--- config.mk ---
export PLATFORM = sky130hd
export DESIGN_NAME = hazard_ctrl
export DESIGN_NICKNAME = d
export VERILOG_FILES = /design/src/rtl/hazard_ctrl.sv
export SDC_FILE = /design/constraint.sdc
export NUM_CORES = 1
export LEC_CHECK = 0
export ABC_AREA = 1
export CAP_MARGIN = 10
export CORE_MARGIN = 5
export CORE_UTILIZATION = 29
export DETAILED_ROUTE_END_ITERATION = 12
export PLACE_DENSITY = 0.88
export REMOVE_ABC_BUFFERS = 1
export SETUP_SLACK_MARGIN = 0.3
export SLEW_MARGIN = 20
export SYNTH_ARGS = -nofsm -noshare
export SYNTH_HDL_FRONTEND = slang
export SYNTH_SLANG_ARGS = --single-unit
--- constraint.sdc ---
create_clock -name clk -period 1.1 [get_ports clk]
set_input_delay 0.22 -clock clk [delete_from_list [all_inputs] [get_ports clk]]
set_output_delay 0.22 -clock clk [all_outputs]
set_load 0.02 [all_outputs]
--- src/rtl/hazard_ctrl.sv ---
// Pipeline hazard sequencer: load-use bubbles, taken branch/jump redirect and flush.
// Optional HAZARD_PERF_EN builds saturating stall/redirect event counters.
module hazard_ctrl #(
    parameter int REG_AW    = 6,
    parameter int STALL_CYC = 1,
    parameter int FLUSH_CYC = 1
) (
    input  logic              clk,
    input  logic              rst_n,
    input  logic [REG_AW-1:0] id_rs,
    input  logic [REG_AW-1:0] id_rt,
    input  logic              id_uses_rt,
    input  logic              ex_mem_read,
    input  logic              ex_reg_wr,
    input  logic [REG_AW-1:0] ex_rd,
    input  logic              mem_branch_neg,
    input  logic              mem_branch_zero,
    input  logic              mem_n,
    input  logic              mem_z,
    input  logic              mem_jump,
    input  logic              mem_jump_mem,
    output logic              pc_en,
    output logic              if_en,
    output logic              if_flush,
    output logic              id_flush,
    output logic              ex_flush,
    output logic              redirect,
    output logic [1:0]        state_o,
    output logic [15:0]       stall_cnt,
    output logic [15:0]       flush_cnt
);

    // state | meaning
    // RUN   | normal issue; first bubble of a load-use hazard is raised from here
    // STALL | remaining load-use bubbles, PC and IF/ID held
    // FLUSH | extra IF/ID flush cycles while the redirected fetch returns
    typedef enum logic [1:0] {
        ST_RUN   = 2'd0,
        ST_STALL = 2'd1,
        ST_FLUSH = 2'd2
    } state_t;

    localparam logic [3:0] STALL_LOAD = (STALL_CYC > 1) ? 4'(STALL_CYC - 2) : 4'd0;
    localparam logic [3:0] FLUSH_LOAD = (FLUSH_CYC > 0) ? 4'(FLUSH_CYC - 1) : 4'd0;

    state_t     state_q, state_d;
    logic [3:0] cnt_q, cnt_d;
    logic       taken;
    logic       lu;

    assign taken = (mem_branch_neg & mem_n) | (mem_branch_zero & mem_z)
                 | mem_jump | mem_jump_mem;

    assign lu = ex_mem_read & ex_reg_wr & (ex_rd != '0)
              & ((ex_rd == id_rs) | (id_uses_rt & (ex_rd == id_rt)));

    always_ff @(posedge clk or negedge rst_n) begin
        if (!rst_n) begin
            state_q <= ST_RUN;
            cnt_q   <= '0;
        end else begin
            state_q <= state_d;
            cnt_q   <= cnt_d;
        end
    end

    always_comb begin
        state_d = state_q;
        cnt_d   = cnt_q;
        if (taken) begin
            if (FLUSH_CYC > 0) begin
                state_d = ST_FLUSH;
                cnt_d   = FLUSH_LOAD;
            end else begin
                state_d = ST_RUN;
                cnt_d   = '0;
            end
        end else begin
            case (state_q)
                ST_RUN: begin
                    // a single-bubble hazard is fully served by the RUN cycle itself
                    if (lu && (STALL_CYC > 1)) begin
                        state_d = ST_STALL;
                        cnt_d   = STALL_LOAD;
                    end
                end
                ST_STALL, ST_FLUSH: begin
                    if (cnt_q == 4'd0) begin
                        state_d = ST_RUN;
                        cnt_d   = '0;
                    end else begin
                        cnt_d = cnt_q - 4'd1;
                    end
                end
                default: begin
                    state_d = ST_RUN;
                    cnt_d   = '0;
                end
            endcase
        end
    end

    always_comb begin
        pc_en    = 1'b1;
        if_en    = 1'b1;
        if_flush = 1'b0;
        id_flush = 1'b0;
        ex_flush = 1'b0;
        redirect = 1'b0;
        if (!rst_n) begin
            pc_en    = 1'b0;
            if_en    = 1'b0;
            if_flush = 1'b1;
            id_flush = 1'b1;
            ex_flush = 1'b1;
        end else if (taken) begin
            redirect = 1'b1;
            if_flush = 1'b1;
            id_flush = 1'b1;
            ex_flush = 1'b1;
        end else begin
            case (state_q)
                ST_RUN: begin
                    if (lu) begin
                        pc_en    = 1'b0;
                        if_en    = 1'b0;
                        id_flush = 1'b1;
                    end
                end
                ST_STALL: begin
                    pc_en    = 1'b0;
                    if_en    = 1'b0;
                    id_flush = 1'b1;
                end
                ST_FLUSH: begin
                    if_flush = 1'b1;
                end
                default: begin
                    pc_en = 1'b1;
                end
            endcase
        end
    end

    assign state_o = state_q;

`ifdef HAZARD_PERF_EN
    logic [15:0] stall_cnt_q;
    logic [15:0] flush_cnt_q;

    always_ff @(posedge clk or negedge rst_n) begin
        if (!rst_n) begin
            stall_cnt_q <= '0;
            flush_cnt_q <= '0;
        end else begin
            if (id_flush && !redirect && (stall_cnt_q != 16'hFFFF)) begin
                stall_cnt_q <= stall_cnt_q + 16'd1;
            end
            if (redirect && (flush_cnt_q != 16'hFFFF)) begin
                flush_cnt_q <= flush_cnt_q + 16'd1;
            end
        end
    end

    assign stall_cnt = stall_cnt_q;
    assign flush_cnt = flush_cnt_q;
`else
    assign stall_cnt = '0;
    assign flush_cnt = '0;
`endif

endmodule
==> flow_summary_export.csv <==
group,metric,value,unit
placed_design,placed_area,0.00113,sq mm
sta,setup_violations,10,
layout,final_cell_mix,"nand2_1 (33), conb_1 (33), inv_1 (15), buf_2 (15), buf_6 (14)",
setup_path,rr_worst_depth,6,
routing,route.met2.wl,1.41,mm
routing,met1_length,746,um
worst_hold_path,hp-class,"input port to flip-flop",
global_routing,grt_pass1_vias,812,
routing,firstDrtPassIters,4,
worst_hold_path,hold_path_depth,7,
cts,clock_sinks,5,
setup_path,regToRegEndpoint,"cnt_q[2]$_DFFE_PN0P_",
logic_synthesis,syn_inst,138,
layout,num_antenna_cells,0,
worst_hold_path,min_to,"cnt_q[0]$_DFFE_PN0P_",
logic_synthesis,synth_seq_area_share,15.2,%
setup_path,worstPathRequired,0.88,ns
sta,finClkSkew,0.00394,ns
worst_hold_path,hp-start,"mem_jump",
routing,drt_iter0_markers,28,
sta,fin_crit_sh,126,%
logic_synthesis,syn_avg_cell_area,5.98,sq um
setup_path,rrSetupSlack,-0.05,ns
placed_design,dp_hpwl,1.76,mm
sta,period_needed,1.38,ns
cts,cts_tree,"yes",
power,cellPowerDensity,622,mW/mm^2
flow_run,drv_cap,0,
setup_path,worstSetupPathType,"flip-flop to output pin",
setup_path,cp_max_fo,2,
sta,worst_hold_slack,0.496,ns
routing,routed-via-count,872,
global_routing,grt_pass1_wl,3.48,mm
cts,root_buffer,"clkbuf_4",
sta,setup_slack,-0.281,ns
run_status,violations,"negative setup slack",
placed_design,gp_congestion,0.825,
global_routing,grt_max_degree,6,
sta,finalHoldViolCount,0,
setup_path,cp_slowest_cell,"dfrtp_1",
power,total_power,784,uW
global_routing,antenna_found_initial,0,
layout,synthToLayoutAreaGrowth,52.6,%
global_routing,grt-ovfl-total,0,
routing,drt-total-wl,2.35,mm
setup_path,end_kind,"output pin",
sta,max_clock_freq,724,MHz
routing,top_layer,"met4",
setup_path,cp-start-kind,"flip-flop",
sta,rsz0062_at_grt,"yes",
logic_synthesis,yosysWarnings,0,
floorplanning,io_pins,69,
layout,fin_area,0.00126,sq mm
setup_path,critPathMaxStageDelay,0.39,ns
cts,cts_buffer_depth,2,
routing,drtAntennaViolNets,0,
routing,drc,0,
cts,clk_latency,0.25,ns
setup_path,crit_path_cell_trace,"buf_6 -> buf_6 -> nor2_4 -> nand2_2 -> buf_6",
floorplanning,die-width,63.4,um
routing,viasPerCell,3.98,
placed_design,portBuffers,35,
cts,htree_levels,1,
setup_path,r2r-start,"state_o[1]$_DFFE_PN0P_",
setup_path,cp.arrival,1.16,ns
floorplanning,start_util,30.2,%
routing,route.met3.wl,169,um
global_routing,grtUsageTotal,10.8,%
layout,nets,220,
floorplanning,coreArea,0.00273,sq mm
sta,slew_violations,0,
layout,drive_above_1_share,40.4,%
power,vdd_drop_max,0.607,mV
floorplanning,die_height,63.4,um
logic_synthesis,syn_area,826,sq um
power,power_leakage,0.000747,uW
floorplanning,rows,19,
run_status,status,"finished, violations left",
logic_synthesis,ys_ff_latch,5,
routing,wl_per_cell,10.7,um
cts,clk_pin_slew,0.05,ns
floorplanning,die_area,0.00401,sq mm
setup_path,timing.critical_path.mode_cell,"buf_6",
cts,cts_buffers,3,
logic_synthesis,yosys.cell_types.count,17,
per-layer routing:
metal / track usage (%) / vias up
li1: - / 442
met4: 5.45 / 0
met5: 0 / -
met2: 19.7 / 33
met3: 2.49 / 2
met1: 11.3 / 395
cell families (layout without fill, tap and decap cells):
kind of cell,after synthesis,after routing,synth area share (%)
and+or+nand+nor,62,62,32.0
buffers and inverters,60,78,42.7
AOI/OAI and AO/OA,5,5,3.49
DFF,5,5,15.2
xor gates and xnor gates,3,3,3.18
adders and majority gates,2,2,3.03
other,1,33,0.454
critical path, delay by kind of cell, from the launching register on:
kind,cells,cell delay [ns]
buf+inv,3,0.35
flops,1,0.39
simple gates,2,0.17
worst max path at each step:
stage | slack, ns | end | startpoint | cells past startpoint
global route | -0.39 | pc_en | state_o[1]$_DFFE_PN0P_ | 7
CTS | -0.28 | pc_en | state_o[1]$_DFFE_PN0P_ | 7
finish | -0.28 | if_flush | state_o[1]$_DFFE_PN0P_ | 5
detailed placement | -1.07 | if_en | ex_rd[0] | 9
global placement | -1.05 | pc_en | ex_rd[1] | 12
floorplan | -0.17 | if_en | state_o[1]$_DFFE_PN0P_ | 6
synthesized netlist by cell type:
master	count	area, sq um
buf_4	34	255
conb_1	1	3.75
dfrtp_1	5	125
ha_1	2	25.0
inv_1	20	75.1
inv_2	6	22.5
nand2_1	39	146
nand2_2	3	18.8
nand3_1	6	30.0
nand3_2	1	10.0
nand4_1	2	12.5
nor2_1	9	33.8
nor2_2	2	12.5
o21ai_1	2	10.0
o22ai_1	3	18.8
xnor2_1	1	8.76
xor2_1	2	17.5
state kept, by name (all words and copies together) (netlist names):
name and flops:
cnt_q 4, state_o 1
through the flow:
step	cells	worst slack, ns	utilization, %	TNS, ns
global placement	209	-1.05	41.4	-6.87
finish	219	-0.281	46.1	-1.47
global route	219	-0.391	46.1	-2.13
detailed placement	209	-1.07	41.4	-7.13
floorplan	136	-0.169	-	-0.367
CTS	216	-0.277	43.8	-1.05
cell type report:
type / count / area (sq um)
Tap cell: 31 / 38.8
Timing Repair Buffer: 48 / 397
Inverter: 26 / 97.6
Fill cell: 301 / 1470
Clock buffer: 4 / 26.3
Multi-Input combinational cell: 105 / 576
Sequential cell: 5 / 125
power by group:
group / leakage [uW] / switching, uW / internal (uW) / total [uW]
combinational: 0.000666 / 233 / 145 / 378
sequential: 0.0000655 / 1.45 / 186 / 188
clock: 0.0000150 / 81.0 / 137 / 218
total: 0.000747 / 316 / 468 / 784
timing repair:
| item | in CTS | in global routing |
|---|---|---|
| resized for setup | 143 | 14 |
| pin swaps | 32 | 11 |
| hold endpoints to repair | 5 | 0 |
| hold buffers | 2 | 0 |
| buffers inserted | 1 | 3 |
| setup endpoints to repair | 12 | 12 |
(Power assumes the default switching activity.)
==> edit 1: new RTL, same flow settings <==
Add a define of `HAZARD_PERF_EN`.
--- a/src/rtl/hazard_ctrl.sv
+++ b/src/rtl/hazard_ctrl.sv
@@ -2,2 +2,4 @@
 // Optional HAZARD_PERF_EN builds saturating stall/redirect event counters.
+`define HAZARD_PERF_EN
+
 module hazard_ctrl #(
Formal check against the unedited RTL: not equivalent (a bounded check fails within 4 cycles, from zero or initial values and one cycle with rst_n low).
==> edit 1 against the original RTL <==
  * The flow still finishes with violations (negative setup slack)
  * Global-route usage up 6.1 points
  * Wire length rose to 4.0 times the old value
  * Synthesized area grew to 2.8 times the old value
  * Worst setup slack got worse by 0.33 ns
  * Final cell count grew to 2.7 times the old value
  * Maximum frequency down 19%
  * First-iteration DRC count increased to 4.1 times the old value
  * Power increased to 7.1 times the old value
  * Synthesized cell count rose by 130%
  * Cell area rose to 3.6 times the old value
  * Sequential cell count up 32
  * Clock skew increased by 0.0019 ns
  * Critical path type is now flop to flop
  * Critical endpoint is now flush_cnt[12]
==> edit 1: results <==
[route]
drt-initial-drc-count = 114
drtPass1Iterations = 4
postRouteAntennaNets = 0
via_count = 2846
routed_wl_um = 9380

[layout]
antennaDiodeCount = 0
fillers = 640
fin_nets = 523
drive_above_1_share = 0.473

[place]
hpwl_um = 5580
io_buffers = 67
postPlaceCellArea_mm2 = 0.00363
place_congestion = 1.01

[cts]
cts.clk_slew.worst_paths_ns = 0.08
cts_made_buffers = 5
cts_max_level = 2
cts-root-buf = clkbuf_8
cts_buffer_depth = 2
clk-insertion-delay-late_ns = 0.29

[global_routing]
grt_max_degree = 33
grt_pass1_vias = 2955
grt_pass1_wl_um = 13900
antenna_found_initial = 0
grt_util_all_layers = 0.169

[synth]
synth.top_cells.by_count = nand2_1 (105), dfrtp_1 (37), nand3_1 (37)
ys_types = 27
synthFlopType = dfrtp_1
yosysWarnings = 0
yosysSeqAreaShare = 0.393
synthArstFlopShare = 1.00
synth_area_leaders = dfrtp_1 (39%), nand2_1 (17%), nand3_1 (7.9%)

[timing]
worst_clock_skew_ns = 0.00580
setup_viol = 67
layout_setup_ws_ns = -0.610

[setup_path]
cp.arrival_ns = 1.89
max_stage_delay_ns = 0.40
slowest_stage = dfrtp_1
path_delay_family = simple AND/OR/NAND/NOR gates
setup.worst_path.end_class = flop
cp_max_fo = 2

[status]
status = complete, but fails checks
violations = negative setup slack

[power_and_ir_drop]
peakVddDrop_mv = 1.52
leakagePower_uw = 0.00229

[worst_hold_path]
hp-class = input port to asynchronous set/reset pin
[edit 1: changes by cell type after synthesis, moves of 11 or more]
cell and delta:
xor2_1 +19, nand3_1 +31, buf_4 -31, inv_1 +11, nand2_1 +66, nor2_1 +24
dfrtp_1 +32
[edit 1: cells by family after synthesis]
kind of cell               after synthesis  synth area share
buffers and inverters                   44            0.0792
adders and majority gates                4            0.0213
DFF                                     37             0.393
xor gates and xnor gates                32             0.119
and+or+nand+nor                        194             0.362
AOI/OAI and AO/OA                        9            0.0234
other                                    1           0.00159
[edit 1: metal layers]
metal,global-route usage,up-vias,wire (µm)
met5,0,-,0
met4,0.0487,0,393
met3,0.0313,35,461
met2,0.323,104,5060
met1,0.191,1370,3460
li1,-,1337,-
[edit 1: cell type report]
type	instances	area, µm²	area share
repair buffers	167	1610	0.352
multi-input cells	241	1660	0.363
well taps	102	128	0.0280
flip-flops and latches	37	927	0.204
inverters	38	153	0.0335
clock buffers	7	86.3	0.0190
[edit 1: final timing paths]
kind	startpoint	endpoint	slack, ns	cells after the start
max	flush_cnt[1]	flush_cnt[12]	-0.61	7
min in group clk	mem_jump_mem	cnt_q[0]	0.47	7
min	rst_n	state_o[1]	0.07	3
max in group asynchronous	rst_n	cnt_q[1]	0.46	3
min reg2reg	stall_cnt[15]	stall_cnt[15]	0.55	2
max reg2reg	flush_cnt[1]	flush_cnt[12]	-0.61	7
[edit 1: what timing repair did]
action / in CTS / in global routing
cloned: 1 / 0
hold endpoints to repair: 4 / 0
buffers inserted: 13 / 16
hold buffers: 1 / 0
endpoints found under the setup margin: 76 / 76
gates resized for setup: 366 / 60
pin swaps: 35 / 34
[edit 1: metrics by stage]
stage	setup TNS [ns]	setup WS, ns	cells	power (µW)
detailed placement	-41.48	-1.16	554	3570
global placement	-39.42	-1.10	554	3530
finish	-19.11	-0.610	592	5600
CTS	-15.85	-0.512	576	4980
global route	-23.92	-0.677	592	5910
floorplan	-18.42	-0.782	315	2490
[edit 1: power breakdown]
group          switching, µW  total (µW)  internal [µW]
sequential               221        1770           1550
combinational           1280        2840           1560
clock                    491         990            498
[edit 1: worst register-to-register path: cells and delay by family (launching register included)]
family	cells	cell delay (ns)
and+or+nand+nor	2	0.41
DFF	1	0.40
buffers and inverters	3	0.39
xor gates and xnor gates	1	0.27
adders and majority gates	1	0.14
==> edit 2: new RTL, same flow settings <==
Made on the original files. The parameter `REG_AW` goes from 6 to 7.
--- a/src/rtl/hazard_ctrl.sv
+++ b/src/rtl/hazard_ctrl.sv
@@ -3,3 +3,3 @@
 module hazard_ctrl #(
-    parameter int REG_AW    = 6,
+    parameter int REG_AW    = 7,
     parameter int STALL_CYC = 1,
Interface: changed (resized ex_rd, id_rs and id_rt); port bits go from 69 to 72. No check against the original RTL was run, so the function may have changed too.
==> edit 2 against the original RTL <==
  * The run still ends with negative setup slack left
  * Core utilization is 0.28 points lower
  * Worst setup slack worse by 0.057 ns
  * Highest routed layer unchanged
  * Largest cell class unchanged
  * Wire length is 5.7% lower
  * Sequential cell count stayed put
  * Maximum frequency is 4.0% lower
  * Synthesized area is 3.8% higher
  * Power is 0.48% higher
  * Sequential share of layout area is 0.19 points lower
  * Combinational power is 2% higher
  * Worst hold slack worse by 0.42 ns
  * Cell area is 2.0% higher
==> edit 2: results <==
[setup_path]
cp_max_fo = 2
path_delay_family = simple AND/OR/NAND/NOR gates
r2r-start = state_o[1]
max_stage_delay_ns = 0.37
rrSetupSlack_ns = -0.01
reg2reg_depth = 6
cp.arrival_ns = 1.22
r2r_end = cnt_q[1]

[route]
drtPass1Iterations = 5
wl_met1_um = 693
routed-wl-met2_um = 1280
routed_wl_um = 2210
top_layer_used = met4
postRouteAntennaNets = 0
drt-initial-drc-count = 7
via_count = 877
wl_met3_um = 206

[synth]
synth.top_cells.by_count = nand2_1 (36), buf_4 (34), inv_1 (18)
yosysWarnings = 0
synth_area_leaders = buf_4 (30%), nand2_1 (16%), dfrtp_1 (15%)
synthArstFlopShare = 1.00
synthFlopType = dfrtp_1
yosysSeqAreaShare = 0.146
ys_types = 19

[global_routing]
grt_pass1_wl_um = 3200
grt_util_all_layers = 0.0984
grt_max_degree = 7
grt.met1_usage = 0.0898
use_met2 = 0.196
grt_pass1_vias = 826
antenna_found_initial = 0
grtUsageMet3 = 0.0228

[cts]
cts_buffer_depth = 2
cts.clk_slew.worst_paths_ns = 0.05
cts_made_buffers = 3
clk-insertion-delay-late_ns = 0.24
cts_max_level = 1

[timing]
final.setup.tns_ns = -1.38
worst_clock_skew_ns = 0.00155
setup_viol = 6
layout_setup_ws_ns = -0.338

[place]
place_ws_ns = -1.09
hpwl_um = 1830
io_buffers = 38
place_congestion = 0.738
postPlaceCellArea_mm2 = 0.00118

[layout]
largest_register_ffs = 4
antennaDiodeCount = 0
fillers = 319
fin_nets = 222
design_area_mm2 = 0.00128
drive_above_1_share = 0.353
regMostFlops = cnt_q

[status]
status = complete, but fails checks
violations = negative setup slack

[power_and_ir_drop]
peakVddDrop_mv = 0.315
leakagePower_uw = 0.000723

[worst_hold_path]
hp-class = input port to asynchronous set/reset pin
-- edit 2: worst max path at each step --
stage               start       end  slack [ns]
6_report       state_o[1]     pc_en       -0.34
5_1_grt        state_o[1]     if_en       -0.47
4_1_cts        state_o[1]     if_en       -0.34
3_5_place_dp     ex_rd[5]  id_flush       -1.09
3_3_place_gp     ex_rd[5]     pc_en       -1.08
2_1_floorplan  state_o[1]     if_en       -0.21
-- edit 2: kinds of logic (layout without fill, tap and decap cells) --
| family | Yosys count | in the layout | share of synthesized area |
|---|---|---|---|
| xor gates and xnor gates | 8 | 8 | 0.0818 |
| DFF | 5 | 5 | 0.146 |
| buffers and inverters | 58 | 76 | 0.403 |
| other | 1 | 33 | 0.00438 |
| AOI/OAI and AO/OA | 4 | 4 | 0.0277 |
| adders and majority gates | 2 | 2 | 0.0292 |
| and+or+nand+nor | 59 | 59 | 0.308 |
-- edit 2: timing repair --
item / CTS / global route
setup buffers: 4 / 1
setup endpoints to repair: 12 / 12
resized for setup: 139 / 7
hold endpoints to repair: 0 / 0
pin swaps: 36 / 7
-- edit 2: power by group --
| group | leakage (µW) | internal, µW | total (µW) | switching, µW |
|---|---|---|---|---|
| clock network | 0.0000150 | 137 | 215 | 77.9 |
| registers | 0.0000655 | 186 | 187 | 0.775 |
| logic | 0.000643 | 151 | 386 | 234 |
-- edit 2: area by class of cell --
cell class / instances / share of cell area
repair buffers: 48 / 0.329
clock buffers: 4 / 0.0204
multi-input cells: 106 / 0.452
flip-flops and latches: 5 / 0.0974
inverters: 24 / 0.0711
well taps: 31 / 0.0302
-- edit 2: per-stage QoR --
stage	hold slack (ns)	cells
CTS	0.0700	217
global route	0.0935	218
finish	0.0776	218
floorplan	-0.0756	135
global placement	0.461	209
detailed placement	0.473	209
